--- config.mk ---
export PLATFORM = sky130hd
export DESIGN_NAME = riscv_fetch_buffer_flat
export DESIGN_NICKNAME = d
export VERILOG_FILES = /design/src/rtl/riscv_fetch_buffer_if.sv /design/src/rtl/riscv_fetch_buffer.sv /design/src/flat_wrapper.sv
export SDC_FILE = /design/constraint.sdc
export NUM_CORES = 1
export LEC_CHECK = 0
export ABC_AREA = 1
export CAP_MARGIN = 20
export CORE_ASPECT_RATIO = 1.5
export CORE_UTILIZATION = 61
export DETAILED_ROUTE_END_ITERATION = 12
export GPL_TIMING_DRIVEN = 0
export PLACE_DENSITY = 0.85
export REMOVE_ABC_BUFFERS = 1
export SYNTH_ARGS = -nofsm -noshare
export SYNTH_HDL_FRONTEND = slang
export SYNTH_SLANG_ARGS = --single-unit
export TNS_END_PERCENT = 20
--- constraint.sdc ---
create_clock -name clk -period 4.4 [get_ports clk]
set_input_delay 0.88 -clock clk [delete_from_list [all_inputs] [get_ports clk]]
set_output_delay 0.88 -clock clk [all_outputs]
set_load 0.01 [all_outputs]
--- src/rtl/riscv_fetch_buffer_if.sv ---
// Fetch-buffer bus: instruction-memory request/response, core delivery handshake and redirect.
// master = fetch buffer, slave = memory/core side.
interface riscv_fetch_buffer_if;
  logic        mem_req;
  logic [31:0] mem_addr;
  logic        mem_rvalid;
  logic [31:0] mem_rdata;
  logic        ins_valid;
  logic        ins_ready;
  logic [31:0] instruct;
  logic [31:0] ins_addr;
  logic        redirect;
  logic [31:0] redirect_pc;
  logic        done;

  modport master (
    output mem_req, mem_addr, ins_valid, instruct, ins_addr, done,
    input  mem_rvalid, mem_rdata, ins_ready, redirect, redirect_pc
  );
  modport slave (
    input  mem_req, mem_addr, ins_valid, instruct, ins_addr, done,
    output mem_rvalid, mem_rdata, ins_ready, redirect, redirect_pc
  );
endinterface

--- src/rtl/riscv_fetch_buffer.sv ---
// Sequential instruction fetcher with a DEPTH-entry buffer, redirect flush and zero-word halt.
// Defining FETCH_STATS_EN adds saturating pop / redirect counters.
module riscv_fetch_buffer #(
  parameter int          DEPTH    = 4,
  parameter logic [31:0] RESET_PC = 32'h0000_0000
) (
  input  logic clk,
  input  logic rst,
  riscv_fetch_buffer_if.master bus
`ifdef FETCH_STATS_EN
  ,
  output logic [31:0] stat_fetched,
  output logic [15:0] stat_flushes
`endif
);

  localparam int AW = $clog2(DEPTH);
  localparam int CW = AW + 1;

  typedef enum logic [1:0] {IDLE, WAIT, DROP, HALT} state_t;

  state_t          state;
  logic [31:0]     pc_q   [DEPTH];
  logic [31:0]     word_q [DEPTH];
  logic [AW-1:0]   rd_ptr, wr_ptr;
  logic [CW-1:0]   count, count_n;
  logic [31:0]     fetch_pc, req_pc, issue_pc;
  logic            outst, busy_n, halt_n, push, pop, issue, head_vld;

  assign head_vld = (count != '0);
  assign outst    = (state == WAIT) || (state == DROP);
  // Still waiting after this edge: the response has not arrived yet.
  assign busy_n   = outst && !bus.mem_rvalid;
  assign halt_n   = !bus.redirect &&
                    ((state == HALT) || (state == WAIT && bus.mem_rvalid && bus.mem_rdata == 32'h0));
  assign push     = (state == WAIT) && bus.mem_rvalid && !bus.redirect;
  assign pop      = head_vld && bus.ins_ready && !bus.redirect;
  assign count_n  = bus.redirect ? '0 : count + CW'(push) - CW'(pop);
  // Issue on the edge that lands in IDLE, so a response is followed by a request the very next
  // cycle; the post-edge count must leave a slot free for the new request.
  assign issue    = !busy_n && !halt_n && (count_n < CW'(DEPTH));
  assign issue_pc = bus.redirect ? bus.redirect_pc : fetch_pc;

  always_ff @(posedge clk or negedge rst) begin
    if (!rst) begin
      state        <= IDLE;
      fetch_pc     <= RESET_PC;
      req_pc       <= '0;
      bus.mem_req  <= 1'b0;
      bus.mem_addr <= '0;
    end else begin
      bus.mem_req <= issue;
      if (issue) begin
        bus.mem_addr <= issue_pc;
        req_pc       <= issue_pc;
        fetch_pc     <= issue_pc + 32'd4;
        state        <= WAIT;
      end else if (bus.redirect) begin
        fetch_pc <= bus.redirect_pc;
        state    <= busy_n ? DROP : IDLE;
      end else if (halt_n) begin
        state <= HALT;
      end else if (outst && bus.mem_rvalid) begin
        state <= IDLE;
      end
    end
  end

  always_ff @(posedge clk or negedge rst) begin
    if (!rst) begin
      rd_ptr <= '0;
      wr_ptr <= '0;
      count  <= '0;
      for (int i = 0; i < DEPTH; i++) begin
        pc_q[i]   <= '0;
        word_q[i] <= '0;
      end
    end else begin
      count <= count_n;
      if (bus.redirect) begin
        rd_ptr <= '0;
        wr_ptr <= '0;
      end else begin
        if (push) begin
          pc_q[wr_ptr]   <= req_pc;
          word_q[wr_ptr] <= bus.mem_rdata;
          wr_ptr         <= wr_ptr + 1'b1;
        end
        if (pop) rd_ptr <= rd_ptr + 1'b1;
      end
    end
  end

  assign bus.ins_valid = head_vld;
  assign bus.instruct  = word_q[rd_ptr];
  assign bus.ins_addr  = pc_q[rd_ptr];
  assign bus.done      = head_vld && (word_q[rd_ptr] == 32'h0);

`ifdef FETCH_STATS_EN
  always_ff @(posedge clk or negedge rst) begin
    if (!rst) begin
      stat_fetched <= '0;
      stat_flushes <= '0;
    end else begin
      if (pop && stat_fetched != '1)          stat_fetched <= stat_fetched + 1'b1;
      if (bus.redirect && stat_flushes != '1) stat_flushes <= stat_flushes + 1'b1;
    end
  end
`endif

endmodule

--- src/flat_wrapper.sv ---
// flat-port wrapper written by rule: the top's interface ports become plain ports
module riscv_fetch_buffer_flat 
#(
  parameter int          DEPTH    = 4,
  parameter logic [31:0] RESET_PC = 32'h0000_0000
)
  (clk, rst, bus_mem_req, bus_mem_addr, bus_ins_valid, bus_instruct, bus_ins_addr, bus_done, bus_mem_rvalid, bus_mem_rdata, bus_ins_ready, bus_redirect, bus_redirect_pc);
  riscv_fetch_buffer_if bus_i ();
  input  logic clk;
  input  logic rst;
  output wire logic [$bits(bus_i.mem_req)-1:0] bus_mem_req;
  output wire logic [$bits(bus_i.mem_addr)-1:0] bus_mem_addr;
  output wire logic [$bits(bus_i.ins_valid)-1:0] bus_ins_valid;
  output wire logic [$bits(bus_i.instruct)-1:0] bus_instruct;
  output wire logic [$bits(bus_i.ins_addr)-1:0] bus_ins_addr;
  output wire logic [$bits(bus_i.done)-1:0] bus_done;
  input wire logic [$bits(bus_i.mem_rvalid)-1:0] bus_mem_rvalid;
  input wire logic [$bits(bus_i.mem_rdata)-1:0] bus_mem_rdata;
  input wire logic [$bits(bus_i.ins_ready)-1:0] bus_ins_ready;
  input wire logic [$bits(bus_i.redirect)-1:0] bus_redirect;
  input wire logic [$bits(bus_i.redirect_pc)-1:0] bus_redirect_pc;
  assign bus_mem_req = bus_i.mem_req;
  assign bus_mem_addr = bus_i.mem_addr;
  assign bus_ins_valid = bus_i.ins_valid;
  assign bus_instruct = bus_i.instruct;
  assign bus_ins_addr = bus_i.ins_addr;
  assign bus_done = bus_i.done;
  assign bus_i.mem_rvalid = bus_mem_rvalid;
  assign bus_i.mem_rdata = bus_mem_rdata;
  assign bus_i.ins_ready = bus_ins_ready;
  assign bus_i.redirect = bus_redirect;
  assign bus_i.redirect_pc = bus_redirect_pc;
  riscv_fetch_buffer #(.DEPTH(DEPTH), .RESET_PC(RESET_PC)) u_core (.clk(clk), .rst(rst), .bus(bus_i));
endmodule
; ---- Word level (Yosys, flattened, before mapping)
; Cells that the tools add are included.
[totals]
elab_cells = 77
input_bits = 69
output_inout_bits = 99
reg_bits = 330
[classes]
n_bitwise = 3
n_addsub = 5
n_reduce_logical = 25
n_eq_ne = 3
order_cmp = 4
mux = 22
[op_table]
columns = op, n
row1 = $bwmux W128, 2
row2 = $mux W32, 7
row3 = $bmux W32 S2, 2
row4 = $demux W32 S2, 1
row5 = $logic_not A32 Y1, 2
row6 = $add A32 B3 Y32 const B, 1
row7 = $mux W2, 9
row8 = $logic_and A1 B1 Y1, 12
row9 = $ge A3 B3 Y1 const B, 2
row10 = $not A2 Y3, 2
row11 = $add A2 B1 Y2 const B, 2
row12 = $eq A2 B2 Y1 const B, 2
row13 = $logic_not A1 Y1, 4
row14 = $reduce_bool A2 Y1, 2
row15 = $reduce_bool A4 Y1, 1
row16 = $add A3 B1 Y3, 1
row17 = $lt A3 B1 Y1 const B, 1
row18 = $lt A3 B3 Y1 const B, 1
row19 = $mux W3, 1
row20 = $reduce_bool A3 Y1, 1
row21 = $sub A3 B1 Y3, 1
row22 = $eq A2 B1 Y1 const B, 1
row23 = $logic_or A1 B1 Y1, 2
row24 = $reduce_and A2 Y1, 1
row25 = $not A1 Y1, 1

; ---- Logic depth before layout (Yosys ltp)
; Gate-level depths: netlist of the first run.
[logic_depth]
depth_word = 9
mapped_depth = 20

; ---- Worst setup path after synthesis of the first run
; No wires, ideal clock.
[synth_path]
path_type = input to register
from = input bus_redirect
to = register u_core.bus.mem_addr[10]
t_required_ns = 4.335
n_path_buf = 3
setup_slack_ns = 1.434
setup_ns = 0.065
t_arrival_ns = 2.901
path_stages = 16
cell_sequence = buf_6 -> buf_4 -> nor2_1 -> ha_1 -> inv_1 -> ha_1 -> inv_1 -> fa_1 -> inv_1 -> nor2_1 -> o21ai_1 -> inv_1 -> nand2_1 -> buf_2 -> nand2_1 -> nand2_1
[synth_between]
elab_chain_cells = 7
[synth_rtl]
columns = item, line
row1 = start: declaration, flat_wrapper.sv:20  ; input wire logic [$bits(bus_i.redirect)-1:0] bus_redirect;
row2 = $logic_not A1 Y1, "riscv_fetch_buffer.sv:34, riscv_fetch_buffer.sv:36, riscv_fetch_buffer.sv:37"
row3 = $logic_and A1 B1 Y1, riscv_fetch_buffer.sv:36  ; assign push = (state == WAIT) && bus.mem_rvalid && !bus.redirect;
row4 = $add A3 B1 Y3, riscv_fetch_buffer.sv:38  ; assign count_n = bus.redirect ? '0 : count + CW'(push) - CW'(pop);
row5 = $sub A3 B1 Y3, riscv_fetch_buffer.sv:38
row6 = $mux W3, riscv_fetch_buffer.sv:38
row7 = $lt A3 B3 Y1, riscv_fetch_buffer.sv:41  ; assign issue = !busy_n && !halt_n && (count_n < CW'(DEPTH));
row8 = $logic_and A1 B1 Y1, riscv_fetch_buffer.sv:41
row9 = end signal: assignment, riscv_fetch_buffer.sv:54  ; bus.mem_addr <= issue_pc;
row10 = end: declaration, riscv_fetch_buffer_if.sv:17  ; output mem_req, mem_addr, ins_valid, instruct, ins_addr, done,
; Parallel ways exist; a longest one is shown, timed or not.
; A chain may end at the register's enable or synchronous reset.

; ---- Worst setup path in the final report of the first run
[layout_path]
from = register u_core.rd_ptr[1]
to = output bus_done
[layout_between]
elab_chain_cells = 6
[layout_rtl]
columns = item, line
row1 = start: declaration, riscv_fetch_buffer.sv:25  ; logic [AW-1:0] rd_ptr, wr_ptr;
row2 = start signal: assignment, riscv_fetch_buffer.sv:89  ; if (pop) rd_ptr <= rd_ptr + 1'b1;
row3 = $not A2 Y3 (not written as such), riscv_fetch_buffer.sv:97  ; assign bus.done = head_vld && (word_q[rd_ptr] == 32'h0);
row4 = $bmux W32 S2, riscv_fetch_buffer.sv:97
row5 = $mux W32 (not written as such) (2 in a row), riscv_fetch_buffer.sv:97
row6 = $logic_not A32 Y1, riscv_fetch_buffer.sv:97
row7 = $logic_and A1 B1 Y1, riscv_fetch_buffer.sv:97
row8 = end: declaration, flat_wrapper.sv:16  ; output wire logic [$bits(bus_i.done)-1:0] bus_done;
; No other way between the ends. The select of a mux whose other input is x is not followed.

==> results of run 1 <==
[cells in the final DEF, fill, tap and decap left out, types with 2 or more instances in the layout]
| master | Yosys | final |
|---|---|---|
| or2_2 | 2 | 2 |
| o22ai_1 | 34 | 34 |
| clkbuf_16 | 0 | 33 |
| clkbuf_1 | 77 | 6 |
| nand2_4 | 0 | 4 |
| o21ai_0 | 350 | 350 |
| o211ai_1 | 8 | 8 |
| nand3_1 | 61 | 61 |
| nand2_1 | 744 | 739 |
| dfrtp_4 | 0 | 2 |
| nand4_1 | 2 | 2 |
| nor2_1 | 152 | 152 |
| o21ai_1 | 2 | 2 |
| dfrtp_1 | 330 | 328 |
| inv_1 | 144 | 143 |
| nand2_2 | 21 | 22 |
| nor2_2 | 8 | 8 |
| nor3_1 | 3 | 3 |
| nor2_4 | 2 | 2 |
| bufinv_16 | 0 | 4 |
| clkdlybuf4s50_1 | 0 | 165 |
| xor2_1 | 7 | 7 |
| buf_12 | 0 | 4 |
| a21oi_1 | 15 | 15 |
| inv_2 | 3 | 2 |
| buf_6 | 2 | 2 |
| ha_1 | 9 | 9 |
| xnor2_1 | 5 | 5 |
| clkbuf_8 | 0 | 10 |
| clkinv_2 | 0 | 2 |
| buf_16 | 0 | 8 |
[repair_timing]
action                     CTS  global route
hold buffers                 0             0
cloned                       1             2
pin swaps                    0             0
resized for setup            4             1
setup endpoints to repair    2             1
setup buffers                1             2
[area by class of cell]
type / instances / area, µm² / area share [%]
clock buffers: 47 / 936 / 5.01
clock inverters: 6 / 130 / 0.696
inverters: 147 / 571 / 3.05
multi-input cells: 1430 / 6330 / 33.9
flip-flops and latches: 330 / 8270 / 44.2
well taps: 328 / 410 / 2.19
repair buffers: 183 / 2040 / 10.9
repair inverters: 1 / 8.76 / 0.0468
[stage by stage]
| stage | total power, W | TNS, ns |
|---|---|---|
| finish | 0.0129 | 0 |
| global route | 0.0138 | 0 |
| CTS | 0.0129 | 0 |
| detailed placement | 0.0100 | -0.0545 |
| global placement | 0.00977 | -4536.41 |
| floorplan | 0.00761 | -21.02 |
[flip-flops by register name (all words and copies together), names as in the netlist]
name                 count
u_core.wr_ptr            2
u_core.state             2
u_core.pc_q            128
u_core.bus.mem_req       1
u_core.word_q          128
u_core.count             3
u_core.fetch_pc         32
u_core.bus.mem_addr     32
u_core.rd_ptr            2
[path summary, 6_finish.rpt]
kind / startpoint / endpoint / slack, ns
min in group clk: u_core.fetch_pc[0]$_DFF_PN0_ / u_core.fetch_pc[0]$_DFF_PN0_ / 0.48
worst max register to register: u_core.count[1]$_DFF_PN0_ / u_core.fetch_pc[20]$_DFF_PN0_ / 0.85
worst max-delay path: u_core.rd_ptr[1]$_DFFE_PN0P_ / bus_done / 0.21
max in group asynchronous: rst / u_core.fetch_pc[3]$_DFF_PN0_ / 2.49
worst min-delay path: rst / u_core.word_q[69]$_DFFE_PN0P_ / 0.31
worst min register to register: u_core.fetch_pc[0]$_DFF_PN0_ / u_core.fetch_pc[0]$_DFF_PN0_ / 0.48
[cell families after synthesis]
logic type               Yosys count
adder cells (fa/ha/maj)           10
flip-flops                       330
XOR/XNOR                          12
buffers and inverters            265
AND/OR/NAND/NOR                  996
AO/OA/AOI/OAI                    412
[layer usage]
| layer | share of wire, % | track usage, % | vias up |
|---|---|---|---|
| met5 | 0 | 0 | - |
| met1 | 40 | 39.2 | 6730 |
| met4 | 3.9 | 13.8 | 0 |
| met3 | 5.5 | 3.05 | 99 |
| met2 | 51 | 55.2 | 527 |
| li1 | - | - | 6614 |
[power breakdown]
| part | switching (W) | total, W | leakage, nW | internal (W) |
|---|---|---|---|---|
| registers | 0.000686 | 0.00485 | 4.32 | 0.00416 |
| logic | 0.00304 | 0.00528 | 4.29 | 0.00223 |
| clock network | 0.00112 | 0.00280 | 0.525 | 0.00168 |
==> flow_summary_export.csv, run 1 <==
group,metric,value,unit
clocking,cts_max_path_buffers,3,
worst_setup_path,path_cells,"buf_16, inv_4, buf_12, nand3_1, nand2_1, nand3_1, nor2_1, nand2_1, nor2_1, nand2_1, nor2_1, clkdlybuf4s50_1",
drt,routed_wl,41100,µm
worst_setup_path,crit_type,"reg -> out",
drt,vias_per_cell,5.65,
synth,synth.yosys.seq_area_share,52.8,%
clocking,cts_htree_levels,1,
status,status,"finished, final reports clean",
synth,synth_top_area_cell,"dfrtp_1",
worst_setup_path,crit_slowest_cell,"dfrtp_4",
global_routing,antenna_found_initial,0,
timing,maxSlewHeadroom,42.2,%
synth,synth-compound-area-share,13.7,%
drt,drt-wirelength-per-cell,16.6,µm
cells_and_area,nNetsFinal,2202,
drt,dr.pass1.iters,5,
place,dp_cells,2414,
cells_and_area,area_delta_synth_final,19.7,%
global_routing,track_usage,31.3,%
worst_setup_path,worst-r2r-cell-count,19,
floorplanning,die-area,26300,µm²
synth,synthAdderAreaFrac,0.849,%
synth,synthTopCellsByCount,"nand2_1 (744), o21ai_0 (350), dfrtp_1 (330)",
synth,synth_cell_types,31,
worst_setup_path,start_kind,"flop",
global_routing,grt_first_pass_wirelength,65800,µm
place,dp_hpwl,24700,µm
timing,finalMaxSlewViolations,0,
drt,antenna_left,0,
cells_and_area,design_area,18700,µm²
synth,synth_edf_count,0,
floorplanning,dieHeight,198,µm
floorplanning,dieWidth,133,µm
drt,drc,0,
synth,postSynthCellCount,2025,
clocking,cts.sinks,330,
worst_setup_path,worstPathRequired,3.52,ns
worst_setup_path,cp_top_family,"buffers and inverters",
timing,holdWs,0.313,ns
timing,rsz0062_at_grt,"no",
worst_setup_path,critPathMaxStageDelay,0.59,ns
timing,max_freq,239,MHz
synth,syn-cell-area,15600,µm²
synth,synth-xor-area-share,0.673,%
synth,synthMuxAreaShare,0,%
timing,finalHoldViolCount,0,
place,placed_cell_area,17500,µm²
floorplanning,fp-row-count,71,
place,gp_congestion,0.918,
clocking,path_clk_slew,0.07,ns
cells_and_area,fin_cells,2472,
worst_setup_path,crit_buf_inv,4,
synth,synth_most_common_cell,"nand2_1",
synth,ys.warnings.count,0,
timing,skew,0.00859,ns
drt,vias,14000,
synth,synth-seq-cells,330,
synth,yosys.area_share.simple,25.1,%
timing,tightest_slew,0.866,ns
worst_hold_path,worstHoldPathType,"in -> async",
timing,fin_ws,0.214,ns
pwr,p_per_area,691,nW/µm²
clocking,cts_buffers,30,
timing,fin_crit_sh,95.1,%
timing,setup_viol,0,
pwr,leakagePower,9.14,nW
synth,async_flop_share,100,%
synth,ys.flop_type,"dfrtp_1",
worst_setup_path,endpoint_kind,"output pin",
clocking,ctsRootBufferMaster,"clkbuf_16",
global_routing,grt_pass1_vias,13500,
cells_and_area,drive_gt1_share,5.22,%
place,io_buffer_count,167,
drt,dr.first_iter.drc_count,1293,
clocking,cts_tree,"yes",
cells_and_area,fin_util,74.4,%
synth,syn_avg_cell_area,7.72,µm²
timing,post-route-min-period,4.19,ns
floorplanning,core,25100,µm²
floorplanning,start_util,62.2,%
synth,synth_top_family_by_area,"simple AND/OR/NAND/NOR gates",
synth,synth_area_leaders,"dfrtp_1 (53%), nand2_1 (18%), o21ai_0 (11%)",
place,pre_cts_ws,-0.0545,ns
worst_setup_path,crit_cells,12,
synth,synth_top_area_share,52.8,%
pwr,ir_worst_vdd,0.423,mV
worst_setup_path,crit_fanout,57,
global_routing,grt_max_degree,127,
clocking,clk_latency,0.55,ns
floorplanning,ios,168,
run,max-cap-violations,0,
cells_and_area,fill_cells,1881,
worst_setup_path,crit_arrival,3.31,ns
cells_and_area,num_antenna_cells,0,
global_routing,grt_overflow,0,
Note: power is estimated with default switching activity, not from simulation.
==> run 2, diff against run 1 <==
Settings changed: PLACE_DENSITY 0.85 to 0.88.
==> run 2 against run 1 <==
Effect of this change:
- register-to-register slack lost 0.04 ns
- via count up 0.29%
- sequential cell count did not move
- routed wire length decreased by 2.2%
- combinational power about the same
- sequential share of layout area rose by 0.25 points
- global-route usage grew 0.15 points
- critical path depth is 1 lower
- utilization down 0.41 points
- first-iteration DRC count down 3.5%
- power down 2.1%
- largest power group unchanged
==> flow_summary_export.csv, run 2 (synthesized netlist as in run 1, its figures left out) <==
group,metric,value,unit
status,status,"finished, final reports clean",
clocking,path_clk_slew,0.06,ns
pwr,power_frac_clock,19.9,%
timing,max_freq,237,MHz
floorplanning,core,25100,µm²
pwr,net-switching-power,0.00482,W
pwr,ir_worst_vdd,0.424,mV
place,dp_hpwl,24800,µm
clocking,cts_htree_levels,1,
global_routing,grt_overflow,0,
pwr,p_seq_share,38.1,%
floorplanning,dieWidth,133,µm
timing,rsz0062_at_grt,"no",
place,gp_congestion,0.925,
global_routing,antenna_found_initial,1,
global_routing,track_usage,31.5,%
floorplanning,die-area,26300,µm²
floorplanning,ios,168,
worst_hold_path,worstHoldPathType,"in -> async",
timing,setup_viol,0,
cells_and_area,area_delta_synth_final,19.0,%
floorplanning,dieHeight,198,µm
cells_and_area,nNetsFinal,2203,
floorplanning,start_util,62.2,%
clocking,cts_buffers,31,
clocking,ctsRootBufferMaster,"clkbuf_16",
cells_and_area,drive_gt1_share,5.17,%
pwr,switching_share,38.1,%
drt,vias,14000,
timing,post-route-min-period,4.22,ns
clocking,cts_max_path_buffers,3,
worst_setup_path,start_kind,"flop",
cells_and_area,layout_common_cells,"nand2_1 (739), o21ai_0 (350), dfrtp_1 (328)",
drt,vias_per_cell,5.66,
cells_and_area,fill_cells,1873,
timing,fin_crit_sh,95.9,%
drt,drc,0,
timing,timing.setup.tns,0,ns
drt,dr.first_iter.drc_count,1248,
global_routing,grt_max_degree,126,
drt,drt-wirelength-per-cell,16.2,µm
clocking,cts.sinks,330,
pwr,p_int,0.00784,W
clocking,hold_buffers,0,
pwr,power_frac_comb,41.9,%
worst_setup_path,endpoint_kind,"output pin",
global_routing,grt_first_pass_wirelength,66500,µm
run,max-cap-violations,0,
cells_and_area,layout_commonest_cell,"nand2_1",
timing,finalMaxSlewViolations,0,
worst_setup_path,crit_type,"reg -> out",
worst_setup_path,worstPathRequired,3.52,ns
place,io_buffer_count,167,
floorplanning,fp-row-count,71,
clocking,clk_latency,0.57,ns
drt,routed_wl,40200,µm
cells_and_area,fin_util,74.0,%
timing,tightest_slew,0.935,ns
cells_and_area,top_regs,"u_core.pc_q x128, u_core.word_q x128",
timing,finalHoldViolCount,0,
timing,skew,0.0247,ns
pwr,p_per_area,681,nW/µm²
drt,antenna_left,0,
clocking,cts_tree,"yes",
global_routing,grt_pass1_vias,13700,
timing,maxSlewHeadroom,37.7,%
worst_setup_path,crit_arrival,3.34,ns
drt,dr.pass1.iters,7,
timing,fin_ws,0.183,ns
worst_setup_path,crit_fanout,64,
place,pre_cts_ws,-0.00583,ns
pwr,leakagePower,9.09,nW
-- run 2: cell types whose count changed in the layout (fill, tap and decap cells not counted), sizes merged --
cell / before / now
clkbuf: 49 / 43
clkinv: 2 / 7
bufinv: 4 / 1
bufbuf: 0 / 2
clkinvlp: 0 / 2
diode: 0 / 2
buf: 16 / 17
-- run 2: cell type report --
| type | count | area, µm² | share of cell area (%) |
|---|---|---|---|
| inverters | 147 | 564 | 3.03 |
| diodes | 2 | 5.00 | 0.0269 |
| clock buffers | 43 | 851 | 4.58 |
| repair buffers | 184 | 2070 | 11.2 |
| flip-flops and latches | 330 | 8270 | 44.4 |
| clock inverters | 11 | 88.8 | 0.478 |
| multi-input cells | 1430 | 6340 | 34.1 |
| well taps | 328 | 410 | 2.21 |
-- run 2: worst paths after layout --
| path | from | end | slack [ns] | cells after the start |
|---|---|---|---|---|
| setup / recovery | u_core.rd_ptr[0]$_DFFE_PN0P_ | bus_done | 0.18 | 11 |
| hold / removal | rst | u_core.word_q[69]$_DFFE_PN0P_ | 0.44 | 1 |
| setup reg to reg | u_core.count[1]$_DFF_PN0_ | u_core.bus.mem_addr[7]$_DFFE_PN0N_ | 0.81 | 19 |
| hold reg to reg | u_core.fetch_pc[0]$_DFF_PN0_ | u_core.fetch_pc[0]$_DFF_PN0_ | 0.48 | 2 |
| max in group asynchronous | rst | u_core.word_q[16]$_DFFE_PN0P_ | 2.90 | 2 |
| min in group clk | u_core.fetch_pc[0]$_DFF_PN0_ | u_core.fetch_pc[0]$_DFF_PN0_ | 0.48 | 2 |
-- run 2: timing repair --
action                                  in CTS  in global routing
buffers inserted                             3                  0
gates cloned                                 2                  0
endpoints found under the setup margin       1                  1
endpoints found under the hold margin        0                  0
resized for setup                            3                  1
-- run 2: layer usage --
metal,vias up,wire (µm),GRT usage [%]
li1,6622,-,-
met1,6688,16000,39.0
met2,578,20000,55.3
met3,122,2380,2.89
met4,0,1820,15.7
met5,-,0,0
-- run 2: power groups by stage --
stage | registers, W | clock network (W) | logic (W)
after floorplan | 0.00480 | 0 | 0.00281
after CTS | 0.00480 | 0.00255 | 0.00533
after global routing | 0.00493 | 0.00267 | 0.00595
final | 0.00482 | 0.00252 | 0.00531
after detailed placement | 0.00487 | 0 | 0.00514
after global placement | 0.00496 | 0 | 0.00481
-- run 2: per-stage QoR --
stage                     total power [W]  std cells  hold slack, ns  cell area, µm²
after detailed placement           0.0100       2414           0.458           17500
after CTS                          0.0127       2473           0.473           18600
after floorplan                   0.00761       1907           0.438           15100
after global placement            0.00977       2402           0.450           17200
final                              0.0127       2475           0.441           18600
after global routing               0.0136       2474           0.501           18600
-- run 2: worst max-delay path, stage by stage, from the launching register on --
cell	delay, ns
dfrtp_4	0.44
buf_16	0.23
inv_12	0.16
bufbuf_16	0.36
o211ai_1	0.25
nand3_1	0.11
nor2_1	0.18
nand2_1	0.09
nor2_2	0.18
nand2_1	0.07
nor2_1	0.10
clkdlybuf4s50_1	0.54
